`config.mk`:
```
export PLATFORM = sky130hd
export DESIGN_NAME = seq_match_window_counter
export DESIGN_NICKNAME = d
export VERILOG_FILES = /design/src/rtl/seq_match_window_counter.sv
export SDC_FILE = /design/constraint.sdc
export NUM_CORES = 1
export LEC_CHECK = 0
export CORE_ASPECT_RATIO = 0.7
export CORE_MARGIN = 3
export CORE_UTILIZATION = 50
export CTS_BUF_LIST = sky130_fd_sc_hd__clkbuf_16
export CTS_CLUSTER_SIZE = 20
export DETAILED_ROUTE_END_ITERATION = 8
export PLACE_DENSITY = 0.82
export SLEW_MARGIN = 20
export SYNTH_ARGS = -nofsm -noshare
export SYNTH_HDL_FRONTEND = slang
export SYNTH_SLANG_ARGS = --single-unit
```
`constraint.sdc`:
```
create_clock -name Clk -period 1.7 [get_ports Clk]
set_input_delay 0.17 -clock Clk [delete_from_list [all_inputs] [get_ports Clk]]
set_output_delay 0.17 -clock Clk [all_outputs]
set_load 0.1 [all_outputs]
```
`src/rtl/seq_match_window_counter.sv`:
```
// Counts Match strobes over fixed WINDOW-cycle windows and offers one
// saturating count per window on a valid/ready report port.
module seq_match_window_counter #(
   parameter int CNT_W  = 8,
   parameter int WINDOW = 16
) (
   input  logic             Clk,
   input  logic             Rst,
   input  logic             En,
   input  logic             Clr,
   input  logic             Match,
   output logic [CNT_W-1:0] RptCnt,
   output logic             RptSat,
   output logic             RptValid,
   input  logic             RptReady,
   output logic             Lost,
   output logic             Busy
);

   localparam int              TW      = $clog2(WINDOW);
   localparam logic [TW-1:0]   T_LAST  = TW'(WINDOW - 1);
   localparam logic [CNT_W-1:0] CNT_MAX = '1;

   typedef enum logic {S_IDLE, S_RUN} state_t;

   state_t           state_q, state_d;
   logic [TW-1:0]    timer_q, timer_d;
   logic [CNT_W-1:0] wcnt_q, wcnt_d;
   logic             wsat_q, wsat_d;
   logic [CNT_W-1:0] rpt_cnt_q, rpt_cnt_d;
   logic             rpt_sat_q, rpt_sat_d;
   logic             rpt_valid_q, rpt_valid_d;
   logic             lost_q, lost_d;

   // Window count and saturation including the current cycle's Match
   logic [CNT_W-1:0] cnt_nxt;
   logic             sat_nxt;

   always_ff @(posedge Clk or posedge Rst) begin
      if (Rst) state_q <= S_IDLE;
      else     state_q <= state_d;
   end

   always_comb begin
      state_d = state_q;
      if (Clr) begin
         state_d = En ? S_RUN : S_IDLE;
      end else begin
         case (state_q)
            S_IDLE:  if (En)  state_d = S_RUN;
            S_RUN:   if (!En) state_d = S_IDLE;
            default: state_d = S_IDLE;
         endcase
      end
   end

   always_comb begin
      Busy = (state_q == S_RUN);
   end

   always_comb begin
      cnt_nxt = wcnt_q;
      sat_nxt = wsat_q;
      if (Match) begin
         if (wcnt_q == CNT_MAX) sat_nxt = 1'b1;
         else                   cnt_nxt = wcnt_q + 1'b1;
      end
   end

   always_comb begin
      timer_d     = timer_q;
      wcnt_d      = wcnt_q;
      wsat_d      = wsat_q;
      rpt_cnt_d   = rpt_cnt_q;
      rpt_sat_d   = rpt_sat_q;
      rpt_valid_d = rpt_valid_q;
      lost_d      = lost_q;
      if (Clr) begin
         timer_d     = '0;
         wcnt_d      = '0;
         wsat_d      = 1'b0;
         rpt_cnt_d   = '0;
         rpt_sat_d   = 1'b0;
         rpt_valid_d = 1'b0;
         lost_d      = 1'b0;
      end else begin
         if (rpt_valid_q && RptReady) rpt_valid_d = 1'b0;
         if (state_q == S_RUN) begin
            if (!En) begin
               // Leaving RUN drops the partial window; a pending report survives
               timer_d = '0;
               wcnt_d  = '0;
               wsat_d  = 1'b0;
            end else if (timer_q == T_LAST) begin
               rpt_cnt_d   = cnt_nxt;
               rpt_sat_d   = sat_nxt;
               rpt_valid_d = 1'b1;
               if (rpt_valid_q && !RptReady) lost_d = 1'b1;
               timer_d = '0;
               wcnt_d  = '0;
               wsat_d  = 1'b0;
            end else begin
               timer_d = timer_q + 1'b1;
               wcnt_d  = cnt_nxt;
               wsat_d  = sat_nxt;
            end
         end
      end
   end

   always_ff @(posedge Clk or posedge Rst) begin
      if (Rst) begin
         timer_q     <= '0;
         wcnt_q      <= '0;
         wsat_q      <= 1'b0;
         rpt_cnt_q   <= '0;
         rpt_sat_q   <= 1'b0;
         rpt_valid_q <= 1'b0;
         lost_q      <= 1'b0;
      end else begin
         timer_q     <= timer_d;
         wcnt_q      <= wcnt_d;
         wsat_q      <= wsat_d;
         rpt_cnt_q   <= rpt_cnt_d;
         rpt_sat_q   <= rpt_sat_d;
         rpt_valid_q <= rpt_valid_d;
         lost_q      <= lost_d;
      end
   end

   assign RptCnt   = rpt_cnt_q;
   assign RptSat   = rpt_sat_q;
   assign RptValid = rpt_valid_q;
   assign Lost     = lost_q;

endmodule

```
==> impl_metrics.prom <==
# TYPE chip_impl_metric gauge
chip_impl_metric{name="cts-buffers-inserted",unit=""} 3
chip_impl_metric{name="slew_headroom",unit="%"} 74.0
chip_impl_metric{name="area.sequential",unit="µm²"} 629
chip_impl_metric{name="synth_seq_area_share",unit="%"} 48.6
chip_impl_metric{name="yosys_register_bits",unit=""} 25
chip_impl_metric{name="grt_max_degree",unit=""} 26
chip_impl_metric{name="std_cell_rows",unit=""} 14
chip_impl_metric{name="place_ws",unit="ps"} 43.3
chip_impl_metric{name="synth_top_area_share",unit="%"} 48.6
chip_impl_info{name="worstReg2RegStart",value="timer_q[0]$_DFFE_PP0N_"} 1
chip_impl_metric{name="global_route.usage.total",unit="%"} 20.5
chip_impl_metric{name="die_w",unit="µm"} 66.6
chip_impl_metric{name="worst_skew_pair.late_latency",unit="ps"} 260
chip_impl_metric{name="timing_worst_slew_pin_value",unit="ps"} 386
chip_impl_metric{name="synth_fp_nets",unit=""} 141
chip_impl_metric{name="synth.cell_area",unit="µm²"} 1290
chip_impl_metric{name="die_height",unit="µm"} 48.4
chip_impl_metric{name="fin_total_pwr",unit="mW"} 1.24
chip_impl_metric{name="top_level_ports",unit=""} 18
chip_impl_info{name="clock-root-buffer",value="sky130_fd_sc_hd__clkbuf_16"} 1
chip_impl_metric{name="hpwlAfterDp",unit="mm"} 2.15
chip_impl_metric{name="drc",unit=""} 0
chip_impl_info{name="crit_path_end_kind",value="register"} 1
chip_impl_info{name="most_numerous_cell_in_the_yosys_netlist",value="sky130_fd_sc_hd__dfrtp_1"} 1
chip_impl_metric{name="asyncSetResetFlopFracSynth",unit="%"} 100
chip_impl_metric{name="cellLeakagePower",unit="nW"} 0.758
chip_impl_metric{name="first_global_vias",unit=""} 1053
chip_impl_metric{name="timing.critical_path.required",unit="ps"} 1870
chip_impl_metric{name="dieArea",unit="µm²"} 3230
chip_impl_metric{name="post_cts.resized_instances",unit=""} 0
chip_impl_metric{name="area_after_dpl",unit="µm²"} 1570
chip_impl_metric{name="synth_area_per_cell",unit="µm²"} 9.67
chip_impl_metric{name="antenna_found_initial",unit=""} 0
chip_impl_info{name="synth-main-ff-cell",value="sky130_fd_sc_hd__dfrtp_1"} 1
chip_impl_metric{name="post-route-util",unit="%"} 73.0
chip_impl_info{name="outcome",value="finished, final reports clean"} 1
chip_impl_metric{name="antenna_violating_nets_post_route",unit=""} 0
chip_impl_metric{name="syn-instance-count",unit=""} 133
chip_impl_metric{name="timing.setup.tns",unit="ps"} 0
chip_impl_metric{name="max_freq",unit="GHz"} 0.620
chip_impl_metric{name="r2r_slack",unit="ps"} 90
chip_impl_metric{name="core-area",unit="µm²"} 2290
chip_impl_metric{name="multi_input_comb_area",unit="µm²"} 637
chip_impl_metric{name="vias_per_cell",unit=""} 6.12
chip_impl_metric{name="final_critical_path_setup_slack",unit="ps"} 87.3
chip_impl_metric{name="total_of_fill_cells_in_the_finished_design",unit=""} 149
chip_impl_metric{name="synth_cell_type_count",unit=""} 42
chip_impl_metric{name="worst_ir_drop_vdd",unit="mV"} 0.611
chip_impl_metric{name="portBuffers",unit=""} 17
chip_impl_info{name="grt_setup_unrepaired",value="false"} 1
chip_impl_info{name="synth_top_cells_by_area",value="sky130_fd_sc_hd__dfrtp_1, sky130_fd_sc_hd__a21oi_1, sky130_fd_sc_hd__nor2_1"} 1
chip_impl_metric{name="timing.final.crit_period",unit="ps"} 1610
chip_impl_metric{name="final_hold_vios",unit=""} 0
chip_impl_info{name="cts_tree",value="built"} 1
chip_impl_metric{name="detail_route.wirelength",unit="mm"} 3.03
chip_impl_metric{name="post_cts_hold_buffer_count",unit=""} 0
chip_impl_metric{name="number_of_max_capacitance_violations_reported",unit=""} 0
chip_impl_info{name="synth.largest_area_cell",value="sky130_fd_sc_hd__dfrtp_1"} 1
chip_impl_info{name="timing_worst_setup_path_type",value="reg2reg"} 1
chip_impl_metric{name="cts-root-to-sink-buffers",unit=""} 2
chip_impl_metric{name="worst_r2r_path_depth",unit=""} 6
chip_impl_metric{name="stdcell_area",unit="µm²"} 1680
chip_impl_metric{name="design.final.nets",unit=""} 168
chip_impl_metric{name="start_util",unit="%"} 56.1
chip_impl_info{name="timing.critical_path.from",value="timer_q[0]$_DFFE_PP0N_"} 1
chip_impl_metric{name="setup_violating_endpoint_count_in_the_final_report",unit=""} 0
chip_impl_metric{name="final_routed_wire_length_divided_by_cell_count",unit="µm"} 15.9
chip_impl_metric{name="clk_pin_slew",unit="ps"} 70
chip_impl_metric{name="slew_viol_final",unit=""} 0
chip_impl_metric{name="sink_count_of_the_clock_tree",unit=""} 25
chip_impl_metric{name="synth_edf_count",unit=""} 0
chip_impl_info{name="r2r-end",value="RptCnt[0]$_DFFE_PP0P_"} 1
chip_impl_metric{name="areaGrowthSynthToFinish",unit="%"} 30.3
chip_impl_metric{name="drive_gt1_share",unit="%"} 28.9
chip_impl_metric{name="globalplace.congestion",unit=""} 0.857
chip_impl_metric{name="path_max_fanout",unit=""} 9
chip_impl_metric{name="synth-warning-count",unit=""} 0
chip_impl_metric{name="num_antenna_cells",unit=""} 0
chip_impl_metric{name="cts.repair_timing.setup_buffer_count",unit=""} 0
chip_impl_metric{name="p_per_area",unit="nW/µm²"} 742
chip_impl_metric{name="drt-pass1-iter-count",unit=""} 4
chip_impl_metric{name="detail_route.iter0.violations",unit=""} 66
chip_impl_metric{name="cts.htree.levels",unit=""} 1
chip_impl_info{name="synth.cells.most_frequent",value="sky130_fd_sc_hd__dfrtp_1, sky130_fd_sc_hd__nor2_1, sky130_fd_sc_hd__a21oi_1"} 1
chip_impl_metric{name="grt_overflow",unit=""} 0
chip_impl_metric{name="first_pass_grt_wire_length",unit="mm"} 5.06
chip_impl_info{name="worstSetupStartpointType",value="register"} 1
chip_impl_metric{name="min_period_over_period",unit="%"} 94.9
chip_impl_metric{name="worstPathArrival",unit="ps"} 1780
chip_impl_metric{name="via_count",unit=""} 1169
chip_impl_info{name="hold_class",value="in2async"} 1
chip_impl_metric{name="worst_clk_skew",unit="ps"} 6.62
-- sequential cells by signal, summed over array words and instances (netlist names) --
signal	count
timer_q	4
wsat_q	1
Busy	1
Lost	1
wcnt_q	8
RptValid	1
RptCnt	8
RptSat	1
-- worst max-delay path: stages (launching register included) --
cell and delay (ps):
sky130_fd_sc_hd__dfrtp_1 400, sky130_fd_sc_hd__ha_2 230, sky130_fd_sc_hd__and3_1 170, sky130_fd_sc_hd__and3_2 260, sky130_fd_sc_hd__buf_4 180, sky130_fd_sc_hd__nor2_1 50, sky130_fd_sc_hd__a211oi_1 220
-- layer usage --
metal	up-vias	part of all wire, %	track usage, %
li1	542	-	-
met1	556	45	31.2
met5	-	0	0
met2	63	45	27.8
met4	0	1.3	6.42
met3	8	9.0	5.79
-- logic make-up (layout without fill, tap and decap cells) --
| kind of cell | after synthesis | after routing | share of synthesized area [%] |
|---|---|---|---|
| AOI/OAI and AO/OA | 39 | 39 | 21.1 |
| xor gates and xnor gates | 2 | 2 | 1.36 |
| adders and majority gates | 2 | 2 | 1.95 |
| buffers and inverters | 12 | 38 | 3.79 |
| DFF | 25 | 25 | 48.6 |
| muxes | 2 | 2 | 1.65 |
| and+or+nand+nor | 51 | 51 | 21.5 |
-- how the worst max path moves through the flow --
stage	depth (start not counted)	endpoint	slack, ps
6_report	6	RptCnt[0]$_DFFE_PP0P_	90
5_1_grt	6	RptCnt[0]$_DFFE_PP0P_	7
4_1_cts	6	wcnt_q[6]$_DFFE_PP0N_	4
3_5_place_dp	6	RptCnt[0]$_DFFE_PP0P_	40
3_3_place_gp	5	RptCnt[7]$_DFFE_PP0P_	90
2_1_floorplan	5	timer_q[3]$_DFFE_PP0N_	30
-- where the power goes --
part | switching [mW] | total (mW) | leakage, nW | internal (mW)
combinational | 0.0572 | 0.0993 | 0.376 | 0.0421
sequential | 0.00684 | 0.607 | 0.345 | 0.600
clock | 0.217 | 0.537 | 0.0371 | 0.320
total | 0.281 | 1.24 | 0.758 | 0.962
-- cells in the final DEF (no fill, tap or decap), types with 3 or more instances in the layout --
cell and instances:
sky130_fd_sc_hd__a21oi_1 11, sky130_fd_sc_hd__nand2_1 7, sky130_fd_sc_hd__inv_1 5, sky130_fd_sc_hd__and3_1 3, sky130_fd_sc_hd__nor2_1 16, sky130_fd_sc_hd__dfrtp_1 24
sky130_fd_sc_hd__clkdlybuf4s50_1 5, sky130_fd_sc_hd__nand2b_1 4, sky130_fd_sc_hd__o21ai_0 4, sky130_fd_sc_hd__clkbuf_16 3, sky130_fd_sc_hd__buf_4 21, sky130_fd_sc_hd__nand3_1 7
sky130_fd_sc_hd__nor3_1 3, sky130_fd_sc_hd__o211ai_1 3, sky130_fd_sc_hd__buf_12 3
-- stage by stage --
stage	hold WS, ps	instances
2_1_floorplan	197	133
3_3_place_gp	484	187
3_5_place_dp	489	187
4_1_cts	273	191
5_1_grt	300	191
6_report	258	191
-- cell type report --
class                      instances  area share [%]
timing repair buffer              29            16.0
sequential                        25            37.6
clock inverter                     1           0.448
tap                               32            2.39
inverter                           5            1.12
multi-input combinational         96            38.0
clock buffer                       3            4.48
(Power assumes the default switching activity.)
